[config.mk]
export PLATFORM = sky130hd
export DESIGN_NAME = seed_path_extract
export DESIGN_NICKNAME = d
export VERILOG_FILES = /design/src/rtl/seed_path_extract.sv
export SDC_FILE = /design/constraint.sdc
export NUM_CORES = 1
export LEC_CHECK = 0
export CAP_MARGIN = 5
export CORE_MARGIN = 2
export CORE_UTILIZATION = 30
export DETAILED_ROUTE_END_ITERATION = 8
export GPL_TIMING_DRIVEN = 0
export HOLD_SLACK_MARGIN = 0.08
export SLEW_MARGIN = 10
export SYNTH_ARGS = -nofsm -noshare
export SYNTH_HDL_FRONTEND = slang
export SYNTH_SLANG_ARGS = --single-unit
[constraint.sdc]
create_clock -name i_clk -period 2.6 [get_ports i_clk]
set_input_delay 0.39 -clock i_clk [delete_from_list [all_inputs] [get_ports i_clk]]
set_output_delay 0.39 -clock i_clk [all_outputs]
set_load 0.05 [all_outputs]
[src/rtl/seed_path_extract.sv]
// seed_path_extract: copies the sibling seeds along each repetition's leaf-to-root path into the signature path buffer
module seed_path_extract #(
  parameter PARAMETER_SET = "L1",
  parameter int LAMBDA = (PARAMETER_SET == "L5") ? 256 : (PARAMETER_SET == "L3") ? 192 : 128,
  parameter int TAU = 17,
  parameter int D_HYPERCUBE = 8,
  parameter int W = LAMBDA / 32,
  parameter int SEED_AW = $clog2(TAU * (2 ** (D_HYPERCUBE + 1)) * W),
  parameter int PATH_AW = $clog2(TAU * D_HYPERCUBE * W)
) (
  input  logic                     i_clk,
  input  logic                     i_rst,
  input  logic                     i_start,
  output logic                     o_done,
  output logic [$clog2(TAU)-1:0]   o_i_star_addr,
  output logic                     o_i_star_rd_en,
  input  logic [7:0]               i_i_star,
  output logic [SEED_AW-1:0]       o_seed_addr,
  output logic                     o_seed_rd_en,
  input  logic [31:0]              i_seed,
  output logic [PATH_AW-1:0]       o_path_addr,
  output logic                     o_path_wr_en,
  output logic [31:0]              o_path
);
  localparam int D = D_HYPERCUBE;
  localparam int IAW = $clog2(TAU);
  localparam int LW = $clog2(D) + 1;
  localparam int WW = $clog2(W) + 1;
  localparam logic [SEED_AW-1:0] REP_STRIDE = SEED_AW'((2 ** (D + 1)) * W);

  typedef enum logic [2:0] {IDLE, RD_ISTAR, LD_ISTAR, COPY, DRAIN, DONE} state_t;

  state_t               state;
  logic [SEED_AW-1:0]   rep_base;
  logic [D-1:0]         node;
  logic [LW-1:0]        lvl;
  logic [WW-1:0]        w;
  logic [D:0]           leaf_sib;

  // node index times W as a fixed shift-and-add network
  function automatic logic [SEED_AW-1:0] times_w(input logic [D:0] s);
    logic [SEED_AW-1:0] acc;
    acc = '0;
    for (int k = 0; k < 32; k++)
      if (((W >> k) & 1) == 1) acc = acc + (SEED_AW'(s) << k);
    return acc;
  endfunction

  assign leaf_sib = {1'b1, i_i_star[D-1:1], ~i_i_star[0]};
  assign o_path = o_path_wr_en ? i_seed : '0;

  // control FSM: path writes trail seed reads by one cycle, path address just counts writes
  always_ff @(posedge i_clk or posedge i_rst) begin
    if (i_rst) begin
      state <= IDLE;
      o_done <= 1'b0;
      o_i_star_addr <= '0;
      o_i_star_rd_en <= 1'b0;
      o_seed_addr <= '0;
      o_seed_rd_en <= 1'b0;
      o_path_addr <= '0;
      o_path_wr_en <= 1'b0;
      rep_base <= '0;
      node <= '0;
      lvl <= '0;
      w <= '0;
    end else begin
      o_done <= 1'b0;
      o_path_wr_en <= o_seed_rd_en;
      if (o_path_wr_en) o_path_addr <= o_path_addr + 1'b1;
      case (state)
        IDLE: if (i_start) begin
          state <= RD_ISTAR;
          o_i_star_addr <= '0;
          o_i_star_rd_en <= 1'b1;
          rep_base <= '0;
          o_path_addr <= '0;
        end
        RD_ISTAR: begin
          o_i_star_rd_en <= 1'b0;
          state <= LD_ISTAR;
        end
        LD_ISTAR: begin
          node <= {1'b1, i_i_star[D-1:1]};
          lvl <= '0;
          w <= '0;
          o_seed_addr <= rep_base + times_w(leaf_sib);
          o_seed_rd_en <= 1'b1;
          state <= COPY;
        end
        COPY: if (w == WW'(W - 1)) begin
          o_seed_rd_en <= 1'b0;
          state <= DRAIN;
        end else begin
          w <= w + 1'b1;
          o_seed_addr <= o_seed_addr + 1'b1;
        end
        DRAIN: if (lvl == LW'(D - 1)) begin
          if (o_i_star_addr == IAW'(TAU - 1)) begin
            o_done <= 1'b1;
            state <= DONE;
          end else begin
            o_i_star_addr <= o_i_star_addr + 1'b1;
            o_i_star_rd_en <= 1'b1;
            rep_base <= rep_base + REP_STRIDE;
            state <= RD_ISTAR;
          end
        end else begin
          lvl <= lvl + 1'b1;
          w <= '0;
          node <= node >> 1;
          o_seed_addr <= rep_base + times_w({1'b0, node} ^ (D + 1)'(1));
          o_seed_rd_en <= 1'b1;
          state <= COPY;
        end
        DONE: state <= IDLE;
        default: state <= IDLE;
      endcase
    end
  end
endmodule

Yosys cells after proc, flatten, opt, wreduce, memory -nomap -nowiden
Cells that the tools add are included.

Bitwise logic cells: 2. Muxes and demuxes: 40. Equal/unequal tests: 13. Reductions and logical operators: 11. $add $sub $neg: 8.

Operator list (number): 2-to-1 mux 16 bit (8); case mux 16 bit (3 select lines) (1); adder 16 bit (2); 2-to-1 mux 32 bit (1); case mux 16 bit (2 select lines) (1); 2-to-1 mux 10 bit (3); 2-to-1 mux 3 bit (6); adder 16 x 1 -> 16 bit, second input constant (1); adder 16 x 12 -> 16 bit, second input constant (1); case mux 8 bit (2 select lines) (1); 2-to-1 mux 5 bit (3); case mux 3 bit (5 select lines) (1); inequality test 2 bit, second input constant (6); adder 10 x 1 -> 10 bit, second input constant (1); case mux 5 bit (2 select lines) (1); == test 3 x 2 -> 1 bit, second input constant (3); case mux 3 bit (3 select lines) (1); 2-to-1 mux 1 bit (8); 2-to-1 mux 8 bit (1); case mux 4 bit (2 select lines) (1); AND reduction 4 bit (2); case mux 1 bit (3 select lines) (2); AND reduction 3 bit (2); nonzero test 3 bit (2); other kinds (12) (15).

Bits in registers: 69. Input port bits: 43.

Logic depth before layout (Yosys ltp)
Gate-level depths: netlist (run 1).

Word-level depth: 6. Depth in mapped cells: 12.

Worst setup path after synthesis (run 1)
Ideal clock, no wire load.

Path kind: flip-flop to flip-flop. Start point: reg o_seed_addr[5]. End point: reg o_seed_addr[15]. Data arrival time: 1.886 ns. Path slack: 0.590 ns. Path buffers: 1. Data required time: 2.476 ns. Setup time: 0.124 ns. Stages on the path, launching flop included: 7. Path through: dfrtp_1 > and4_1 > clkbuf_1 > nand2_1 > o311ai_0 > o31ai_1 > a211o_1.

Longest elaborated chain between the ends: 3.

RTL lines: start: declaration (RTL line 18) `output logic [SEED_AW-1:0] o_seed_addr,`; start signal: assignment (RTL line 87) `o_seed_addr <= rep_base + times_w(leaf_sib);`; start signal: assignment (RTL line 96) `o_seed_addr <= o_seed_addr + 1'b1;`; start signal: assignment (RTL line 112) `o_seed_addr <= rep_base + times_w({1'b0, node} ^ (D + 1)'(1));`; adder 16 x 1 -> 16 bit (RTL line 96); 2-to-1 mux 16 bit (RTL line 91) `COPY: if (w == WW'(W - 1)) begin`; case mux 16 bit (3 select lines) (RTL line 71) `case (state)`.

Every way passes these cells. The select of a mux whose other input is x is not followed. A chain may end at the register's enable or synchronous reset.

Worst setup path in the final report (run 1)
Start point: reg o_path_wr_en. End point: out o_path[4].

Longest elaborated chain between the ends: 1.

RTL lines: start: declaration (RTL line 22) `output logic o_path_wr_en,`; start signal: assignment (RTL line 69) `o_path_wr_en <= o_seed_rd_en;`; 2-to-1 mux 32 bit (RTL line 50) `assign o_path = o_path_wr_en ? i_seed : '0;`; end: declaration (RTL line 23) `output logic [31:0] o_path`.

Every way passes these cells.

==> impl_metrics.env, run 1 <==
export IMPL_outcome="finished, final reports clean"
export IMPL_row_count=38
export IMPL_hold_end="o_path_wr_en$_DFF_PP0_"
export IMPL_fin_ws_ps=105
export IMPL_min_delay_path_depth=0
export IMPL_die_h_um=111
export IMPL_hold_viol_final=0
export IMPL_cts_num_sinks=58
export IMPL_critPathLaunchType="register"
export IMPL_arrival_ps=2100
export IMPL_cts_htree_levels=3
export IMPL_drt_total_wl_mm=10.2
export IMPL_first_iter_violations=157
export IMPL_synth_area_per_cell_um2=9.00
export IMPL_place_inst=628
export IMPL_cp_max_fo=10
export IMPL_fp_dieArea_um2=12200
export IMPL_area_delta_synth_final_pct=49.3
export IMPL_grt_total_usage=0.168
export IMPL_r2r_end="o_seed_addr[6]$_DFFE_PP0P_"
export IMPL_clk_latency_ps=330
export IMPL_finalNonFillerCells=644
export IMPL_io_buffers=109
export IMPL_routedWlPerCell_um=15.8
export IMPL_yosysSeqAreaShare=0.426
export IMPL_hpwl_mm=7.53
export IMPL_synth_edf_count=0
export IMPL_layout_commonest_cell="clkdlybuf4s50_1"
export IMPL_cts_clk_slew_worst_paths_ps=50
export IMPL_antenna_found_initial=0
export IMPL_grt_pass1_vias=3251
export IMPL_drtPass1Iterations=4
export IMPL_drtAntennaViolNets=0
export IMPL_cts_tree="done"
export IMPL_fin_hold_ws_ps=451
export IMPL_reg2reg_from="w[0]$_DFFE_PP0P_"
export IMPL_relSlewSlack=0.489
export IMPL_dieWidth_um=111
export IMPL_skew_ps=4.38
export IMPL_setup_viol=0
export IMPL_maxSlewViolCount=0
export IMPL_pre_cts_slack_ps=250
export IMPL_drc=0
export IMPL_min_period_over_period=0.959
export IMPL_cts_inserted_buffers=9
export IMPL_cp_data_required_time_ps=2210
export IMPL_final_util=0.463
export IMPL_period_needed_ps=2490
export IMPL_irDropWorstVdd_v=0.000312
export IMPL_gp_congestion=0.905
export IMPL_cp_end_kind="output port"
export IMPL_cts_hold_buffers_added=0
export IMPL_grt_ovfl_total=0
export IMPL_ios=110
export IMPL_grt_max_degree=59
export IMPL_synth_top_area_cell="dfrtp_1"
export IMPL_syn_area_um2=3410
export IMPL_synth_top_area_share=0.426
export IMPL_synth_fp_nets=431
export IMPL_power_density_nw_per_um2=501
export IMPL_ys_seq_elements=58
export IMPL_synth_top_flop_cell="dfrtp_1"
export IMPL_worstSetupPathType="reg -> out"
export IMPL_start_util=0.310
export IMPL_cts_root_buf="clkbuf_16"
export IMPL_drive_gt1_frac=0.0655
export IMPL_synthDistinctLibCells=52
export IMPL_reg2regPathDepth=9
export IMPL_insertedDiodeCount=0
export IMPL_synth_area_leaders="dfrtp_1 (43%), and2_1 (7.0%), nand2_1 (4.6%), ha_1 (3.3%), o21ai_0 (3.1%)"
export IMPL_tightest_slew_ps=766
export IMPL_syn_inst=379
export IMPL_final_cell_mix="clkdlybuf4s50_1 (80), dfrtp_1 (58), nand2_1 (42)"
export IMPL_cts_buffer_depth=2
export IMPL_post_cts_buffers=0
export IMPL_min_from="o_seed_rd_en$_DFFE_PP0P_"
export IMPL_yosysWarnings=0
export IMPL_rrSetupSlack_ps=280
export IMPL_timing_fmax_ghz=0.401
export IMPL_coreArea_um2=11000
export IMPL_ys_async_sr_fraction=1.00
export IMPL_grt_pass1_wl_mm=16.8
export IMPL_power_static_leakage_nw=2.58
export IMPL_vias_per_cell=5.12
export IMPL_num_vias=3300
export IMPL_drv_cap=0
export IMPL_final_net_count=551
export IMPL_hp_class="reg -> reg"
-- cells by family after synthesis --
logic type	share of synthesized area
AND/OR/NAND/NOR	0.272
flip-flops	0.426
buffers and inverters	0.0422
AO/OA/AOI/OAI	0.153
XOR/XNOR	0.0462
adder cells (fa/ha/maj)	0.0330
other	0.00110
multiplexers	0.0268
-- layer usage --
metal  vias up  part of all wire  global-route usage
met5         -                 0                   0
met4         0            0.0087              0.0483
met3        11             0.071              0.0488
met2       130              0.49               0.291
met1      1562              0.43               0.203
li1       1597                 -                   -
-- timing repair --
action	in CTS	in global routing
cloned	0	0
endpoints found under the hold margin	0	0
endpoints found under the setup margin	3	26
gates resized for setup	3	26
-- through the flow --
step	TNS (ps)	total power, mW	area [µm²]
after global placement	-27170	1.17	4680
after detailed placement	0	1.17	4680
after global routing	-6.92	2.64	5090
final	0	2.55	5090
after floorplan	0	1.06	3410
after CTS	0	2.57	5020
-- cell type report --
type	instances	area, µm²
Inverter	6	25.0
Fill cell	1031	5890
Multi-Input combinational cell	293	1810
Tap cell	140	175
Clock inverter	7	125
Sequential cell	58	1450
Buffer	22	121
Clock buffer	9	225
Timing Repair Buffer	109	1150
-- flip-flops by register name, indices dropped and copies added, names as in the netlist --
register / count
o_done: 1
rep_base: 5
o_path_wr_en: 1
o_seed_addr: 16
w: 3
o_path_addr: 10
o_i_star_rd_en: 1
state: 3
o_i_star_addr: 5
lvl: 4
o_seed_rd_en: 1
node: 8
-- power by group --
part           internal (mW)  leakage, nW  switching (mW)  total (mW)
logic                  0.101         1.71           0.107       0.209
clock network          0.944        0.170           0.450        1.39
registers              0.923        0.698          0.0248       0.948
-- worst max path at each step --
stage | startpoint | to | cells after the start
3_5_place_dp | o_path_wr_en$_DFF_PP0_ | o_path[27] | 4
3_3_place_gp | i_rst | lvl[1]$_DFFE_PP0P_ | 2
2_1_floorplan | o_seed_addr[5]$_DFFE_PP0P_ | o_seed_addr[15]$_DFFE_PP0P_ | 6
4_1_cts | o_path_wr_en$_DFF_PP0_ | o_path[28] | 4
6_report | o_path_wr_en$_DFF_PP0_ | o_path[4] | 4
5_1_grt | o_path_wr_en$_DFF_PP0_ | o_path[4] | 4
-- critical path: stages, from the launching register on --
cell             delay, ps
dfrtp_1                340
buf_2                  230
clkbuf_1               260
and2_1                 160
clkdlybuf4s50_1        790
-- synth_stat cells (all sizes together) (2+ instances only) --
library cell and count:
xnor2 10, nand4 10, ha 9, and4 4, mux2i 8, xor2 8, clkbuf 11, o22ai 4
inv 6, nor4 2, a211o 2, and3 7, nor3b 2, a21oi 20, nor2b 3, nor2 23
nand3 16, nand2 43, nand3b 2, o22a 2, a311oi 3, a22o 3, dfrtp 58, o31ai 3
or3 10, buf 11, nand2b 3, nor3 8, and2 38, a2bb2oi 3, a31oi 3, o21ai 31
Power figures use the tool's default switching activity.
==> run 2, diff against run 1 <==
- CORE_MARGIN: 2 -> not set
- CORE_UTILIZATION: 30 -> 47
- GPL_TIMING_DRIVEN: 0 -> not set
- PLACE_DENSITY: not set -> 0.81
==> run 2 against run 1 <==
  * Total power down 23%
  * Core utilization up 23 points
  * Fmax up 8.7%
  * Register-to-register slack better by 170 ps
  * Combinational power about the same
  * First-iteration DRC count up 10%
  * Cell count down 8.9%
  * Setup slack better by 200 ps
  * Die area down 38%
  * Critical endpoint is now o_path[28]
==> impl_metrics.env, run 2 (synthesized netlist as in run 1, its figures left out) <==
export IMPL_top_regs="o_seed_addr: 16 flops, o_path_addr: 10 flops, node: 8 flops"
export IMPL_startpoint="o_path_wr_en$_DFF_PP0_"
export IMPL_dieWidth_um=87.2
export IMPL_reg2regPathDepth=6
export IMPL_pre_cts_slack_ps=447
export IMPL_cts_hold_buffers_added=0
export IMPL_worstSetupPathType="reg -> out"
export IMPL_tns_ps=0
export IMPL_drtAntennaViolNets=0
export IMPL_ios=110
export IMPL_final_util=0.690
export IMPL_die_h_um=87.2
export IMPL_min_period_over_period=0.883
export IMPL_grt_pass1_vias=3100
export IMPL_irDropWorstVdd_v=0.000296
export IMPL_grt_ovfl_total=0
export IMPL_drc=0
export IMPL_worstPathCellList="buf_4 > and2_1 > clkdlybuf4s50_1"
export IMPL_start_util=0.494
export IMPL_maxSlewViolCount=0
export IMPL_cp_top_family="buffers and inverters"
export IMPL_routedWlPerCell_um=15.4
export IMPL_reg2reg_from="w[0]$_DFFE_PP0P_"
export IMPL_hold_viol_final=0
export IMPL_coreArea_um2=6910
export IMPL_fp_dieArea_um2=7600
export IMPL_timing_fmax_ghz=0.436
export IMPL_cp_end_kind="output port"
export IMPL_cts_root_buf="clkbuf_8"
export IMPL_cp_data_required_time_ps=2210
export IMPL_hp_class="reg -> reg"
export IMPL_post_cts_buffers=0
export IMPL_row_count=30
export IMPL_gp_congestion=0.859
export IMPL_fin_ws_ps=305
export IMPL_setup_viol=0
export IMPL_vias_per_cell=5.51
export IMPL_antenna_found_initial=0
export IMPL_relSlewSlack=0.607
export IMPL_drv_cap=0
export IMPL_rrSetupSlack_ps=450
export IMPL_cp_slowest_cell="clkdlybuf4s50_1"
export IMPL_drt_total_wl_mm=9.02
export IMPL_arrival_ps=1910
export IMPL_skew_ps=6.81
export IMPL_cts_buffer_depth=2
export IMPL_r2r_end="node[0]$_DFFE_PP0P_"
export IMPL_cpPeakStageDelay_ps=800
export IMPL_cts_inserted_buffers=9
export IMPL_power_density_nw_per_um2=415
export IMPL_largest_reg_flops=16
export IMPL_num_vias=3237
export IMPL_outcome="finished, final reports clean"
export IMPL_hpwl_mm=6.73
export IMPL_period_needed_ps=2300
export IMPL_final_cell_mix="clkdlybuf4s50_1 (100), dfrtp_1 (58), nand2_1 (42)"
export IMPL_first_iter_violations=173
export IMPL_area_delta_synth_final_pct=39.7
export IMPL_cp_max_fo=38
export IMPL_multi_input_area_um2=1810
export IMPL_power_static_leakage_nw=2.01
export IMPL_io_buffers=109
export IMPL_seq_area_um2=1450
export IMPL_grt_total_usage=0.250
export IMPL_fillers=569
export IMPL_path_buf_inv=2
export IMPL_drive_gt1_frac=0.0794
export IMPL_cts_htree_levels=3
export IMPL_grt_max_degree=39
export IMPL_clk_latency_ps=340
export IMPL_insertedDiodeCount=0
export IMPL_layout_commonest_cell="clkdlybuf4s50_1"
export IMPL_cts_resized=0
export IMPL_power_mw=1.98
export IMPL_regMostFlops="o_seed_addr"
export IMPL_cts_clk_slew_worst_paths_ps=60
export IMPL_cts_tree="done"
export IMPL_final_net_count=540
export IMPL_crit_end="o_path[28]"
export IMPL_crit_cells=3
export IMPL_critPathLaunchType="register"
export IMPL_cts_num_sinks=58
export IMPL_rsz0062_at_grt="false"
export IMPL_drtPass1Iterations=4
export IMPL_tightest_slew_ps=588
export IMPL_grt_pass1_wl_mm=14.6
run 2: changes by cell type in the layout (fill, tap and decap cells not counted), moves of 3 or more:
cell / before / now
dlygate4sd2_1: 3 / 0
buf_2: 6 / 0
clkinv_4: 3 / 0
buf_4: 2 / 19
clkbuf_8: 0 / 11
clkdlybuf4s50_1: 80 / 100
dlymetal6s2s_1: 26 / 0
buf_6: 3 / 0
clkbuf_16: 9 / 0
clkbuf_1: 10 / 0
run 2: layer usage:
layer	wire, µm	GRT usage	part of all wire	up-vias
li1	-	-	-	1567
met1	3650	0.293	0.40	1522
met2	4500	0.441	0.50	126
met3	677	0.0540	0.075	22
met4	191	0.110	0.021	0
met5	0	0	0	-
run 2: power breakdown:
part	leakage, nW	total (mW)	switching, mW	internal (mW)
logic	1.21	0.209	0.105	0.104
clock network	0.101	0.819	0.338	0.480
registers	0.698	0.948	0.0252	0.923
total	2.01	1.98	0.469	1.51
run 2: metrics by stage:
step / std cells / cell area [µm²] / hold WS [ps]
6_report: 587 / 4760 / 431
5_1_grt: 587 / 4760 / 434
4_1_cts: 587 / 4760 / 432
3_5_place_dp: 573 / 4570 / 421
3_3_place_gp: 573 / 4570 / 416
2_1_floorplan: 379 / 3410 / 443
run 2: cell type report:
class,count,area share
clock buffer,11,0.0318
inverter,6,0.00473
sequential,58,0.305
multi-input combinational,293,0.381
timing repair buffer,120,0.244
clock inverter,3,0.00841
tap,96,0.0252
run 2: worst min-delay path by stage:
stage | cells after the start | from | end | slack (ps)
after global routing | 0 | o_seed_rd_en$_DFFE_PP0P_ | o_path_wr_en$_DFF_PP0_ | 430
final | 0 | o_seed_rd_en$_DFFE_PP0P_ | o_path_wr_en$_DFF_PP0_ | 430
after floorplan | 2 | w[1]$_DFFE_PP0P_ | w[1]$_DFFE_PP0P_ | 440
after detailed placement | 0 | o_seed_rd_en$_DFFE_PP0P_ | o_path_wr_en$_DFF_PP0_ | 420
after global placement | 0 | o_seed_rd_en$_DFFE_PP0P_ | o_path_wr_en$_DFF_PP0_ | 420
after CTS | 0 | o_seed_rd_en$_DFFE_PP0P_ | o_path_wr_en$_DFF_PP0_ | 430
run 2: worst reg2reg max path, stage by stage, from the launching register on:
cell and delay [ps]:
dfrtp_1 400, ha_1 210, ha_1 190, and2_1 230
o22ai_4 420, nand2_4 250, mux2_2 330
==> run 3, diff against run 2 <==
- CORE_UTILIZATION: 47 -> 38
- PLACE_DENSITY: 0.81 -> 0.68
==> run 3 against run 2 <==
  * Final area is 0.11% lower
  * Via count decreased by 0.25%
  * Sequential share of layout area barely moved
  * Critical path depth is 1 lower
  * Clock power is 5.5% higher
  * Flip-flop and latch count unchanged
  * Combinational power about the same
  * Total power is 2.2% higher
  * Register-to-register slack worse by 40 ps
  * Sequential power barely moved
  * Cell count up 2.4%
  * Largest power group unchanged
==> impl_metrics.env, run 3 (synthesized netlist as in run 1, its figures left out) <==
export IMPL_outcome="finished, final reports clean"
export IMPL_final_net_count=540
export IMPL_irDropWorstVdd_v=0.000243
export IMPL_grt_ovfl_total=0
export IMPL_cts_clk_slew_worst_paths_ps=70
export IMPL_reg2regPathDepth=6
export IMPL_period_needed_ps=2400
export IMPL_rsz0062_at_grt="false"
export IMPL_grt_pass1_vias=3039
export IMPL_fillers=783
export IMPL_die_h_um=96.7
export IMPL_setup_viol=0
export IMPL_timing_fmax_ghz=0.417
export IMPL_coreArea_um2=8720
export IMPL_drv_cap=0
export IMPL_pre_cts_slack_ps=430
export IMPL_routedWlPerCell_um=15.3
export IMPL_design_area_um2=4760
export IMPL_post_cts_buffers=0
export IMPL_cp_max_fo=24
export IMPL_cts_htree_levels=3
export IMPL_reg2reg_from="w[0]$_DFFE_PP0P_"
export IMPL_layout_commonest_cell="clkdlybuf4s50_1"
export IMPL_cp_data_required_time_ps=2210
export IMPL_first_iter_violations=164
export IMPL_cts_tree="done"
export IMPL_hp_class="in -> async"
export IMPL_cts_num_sinks=58
export IMPL_final_cell_mix="clkdlybuf4s50_1 (87), dfrtp_1 (58), nand2_1 (42)"
export IMPL_ios=110
export IMPL_crit_end="o_path[20]"
export IMPL_largest_reg_flops=16
export IMPL_drtPass1Iterations=4
export IMPL_row_count=34
export IMPL_final_util=0.546
export IMPL_maxSlewViolCount=0
export IMPL_dieWidth_um=96.7
export IMPL_tns_ps=0
export IMPL_drive_gt1_frac=0.110
export IMPL_finalNonFillerCells=601
export IMPL_place_inst=585
export IMPL_area_delta_synth_final_pct=39.6
export IMPL_rrSetupSlack_ps=410
export IMPL_clk_latency_ps=340
export IMPL_skew_ps=9.79
export IMPL_power_density_nw_per_um2=425
export IMPL_hold_viol_final=0
export IMPL_fin_hold_ws_ps=429
export IMPL_num_vias=3229
export IMPL_cts_buffer_depth=2
export IMPL_top_regs="o_seed_addr: 16 flops, o_path_addr: 10 flops, node: 8 flops"
export IMPL_grt_total_usage=0.202
export IMPL_fp_dieArea_um2=9350
export IMPL_power_mw=2.02
export IMPL_gp_congestion=0.847
export IMPL_r2r_end="node[0]$_DFFE_PP0P_"
export IMPL_start_util=0.391
export IMPL_power_static_leakage_nw=2.05
export IMPL_drc=0
export IMPL_drt_total_wl_mm=9.22
export IMPL_dpl_instance_area_um2=4550
export IMPL_antenna_found_initial=0
export IMPL_startpoint="o_path_wr_en$_DFF_PP0_"
export IMPL_cts_root_buf="clkbuf_8"
export IMPL_worstSetupPathType="reg -> out"
export IMPL_relSlewSlack=0.617
export IMPL_insertedDiodeCount=0
export IMPL_arrival_ps=2010
export IMPL_grt_pass1_wl_mm=15.1
export IMPL_hpwl_mm=6.78
export IMPL_cts_hold_buffers_added=0
export IMPL_regMostFlops="o_seed_addr"
export IMPL_io_buffers=109
export IMPL_grt_max_degree=35
export IMPL_fin_ws_ps=202
export IMPL_cts_inserted_buffers=9
export IMPL_drtAntennaViolNets=0
export IMPL_cts_resized=0
export IMPL_tightest_slew_ps=574
export IMPL_critPathLaunchType="register"
export IMPL_min_period_over_period=0.922
export IMPL_cp_end_kind="output port"
export IMPL_vias_per_cell=5.37
-- run 3: changes by cell type in the layout (fill, tap and decap cells not counted) --
| cell | delta |
|---|---|
| clkinvlp_4 | +1 |
| clkdlybuf4s50_1 | -13 |
| buf_4 | +13 |
| clkinv_2 | +1 |
-- run 3: cell type report --
type	count	area (µm²)	area share
Sequential cell	58	1450	0.305
Timing Repair Buffer	120	1130	0.238
Inverter	6	22.5	0.00473
Multi-Input combinational cell	293	1810	0.381
Tap cell	108	135	0.0284
Clock inverter	5	52.6	0.0110
Clock buffer	11	151	0.0318
-- run 3: how the worst min path moves through the flow --
stage / start / cells past startpoint / to / slack, ps
CTS: i_rst / 2 / o_path_addr[6]$_DFF_PP0_ / 460
floorplan: w[1]$_DFFE_PP0P_ / 2 / w[1]$_DFFE_PP0P_ / 440
detailed placement: o_seed_rd_en$_DFFE_PP0P_ / 0 / o_path_wr_en$_DFF_PP0_ / 440
global placement: o_seed_rd_en$_DFFE_PP0P_ / 0 / o_path_wr_en$_DFF_PP0_ / 440
finish: i_rst / 2 / o_path_addr[6]$_DFF_PP0_ / 430
global route: i_rst / 2 / o_path_addr[6]$_DFF_PP0_ / 480
-- run 3: critical path, stage by stage, from the launching register on --
cell and delay [ps]:
dfrtp_1 660, and2_1 210, clkdlybuf4s50_1 790
-- run 3: power by group --
part | switching [mW] | internal (mW) | total [mW] | leakage [nW]
Sequential | 0.0246 | 0.922 | 0.947 | 0.698
Clock | 0.375 | 0.490 | 0.864 | 0.105
Combinational | 0.105 | 0.105 | 0.209 | 1.24
Total | 0.504 | 1.52 | 2.02 | 2.05
-- run 3: routing by layer --
metal	vias up	global-route usage	wire length, µm
met5	-	0	0
met4	0	0.0666	129
met3	12	0.0491	712
met2	137	0.353	4580
met1	1520	0.243	3790
li1	1560	-	-
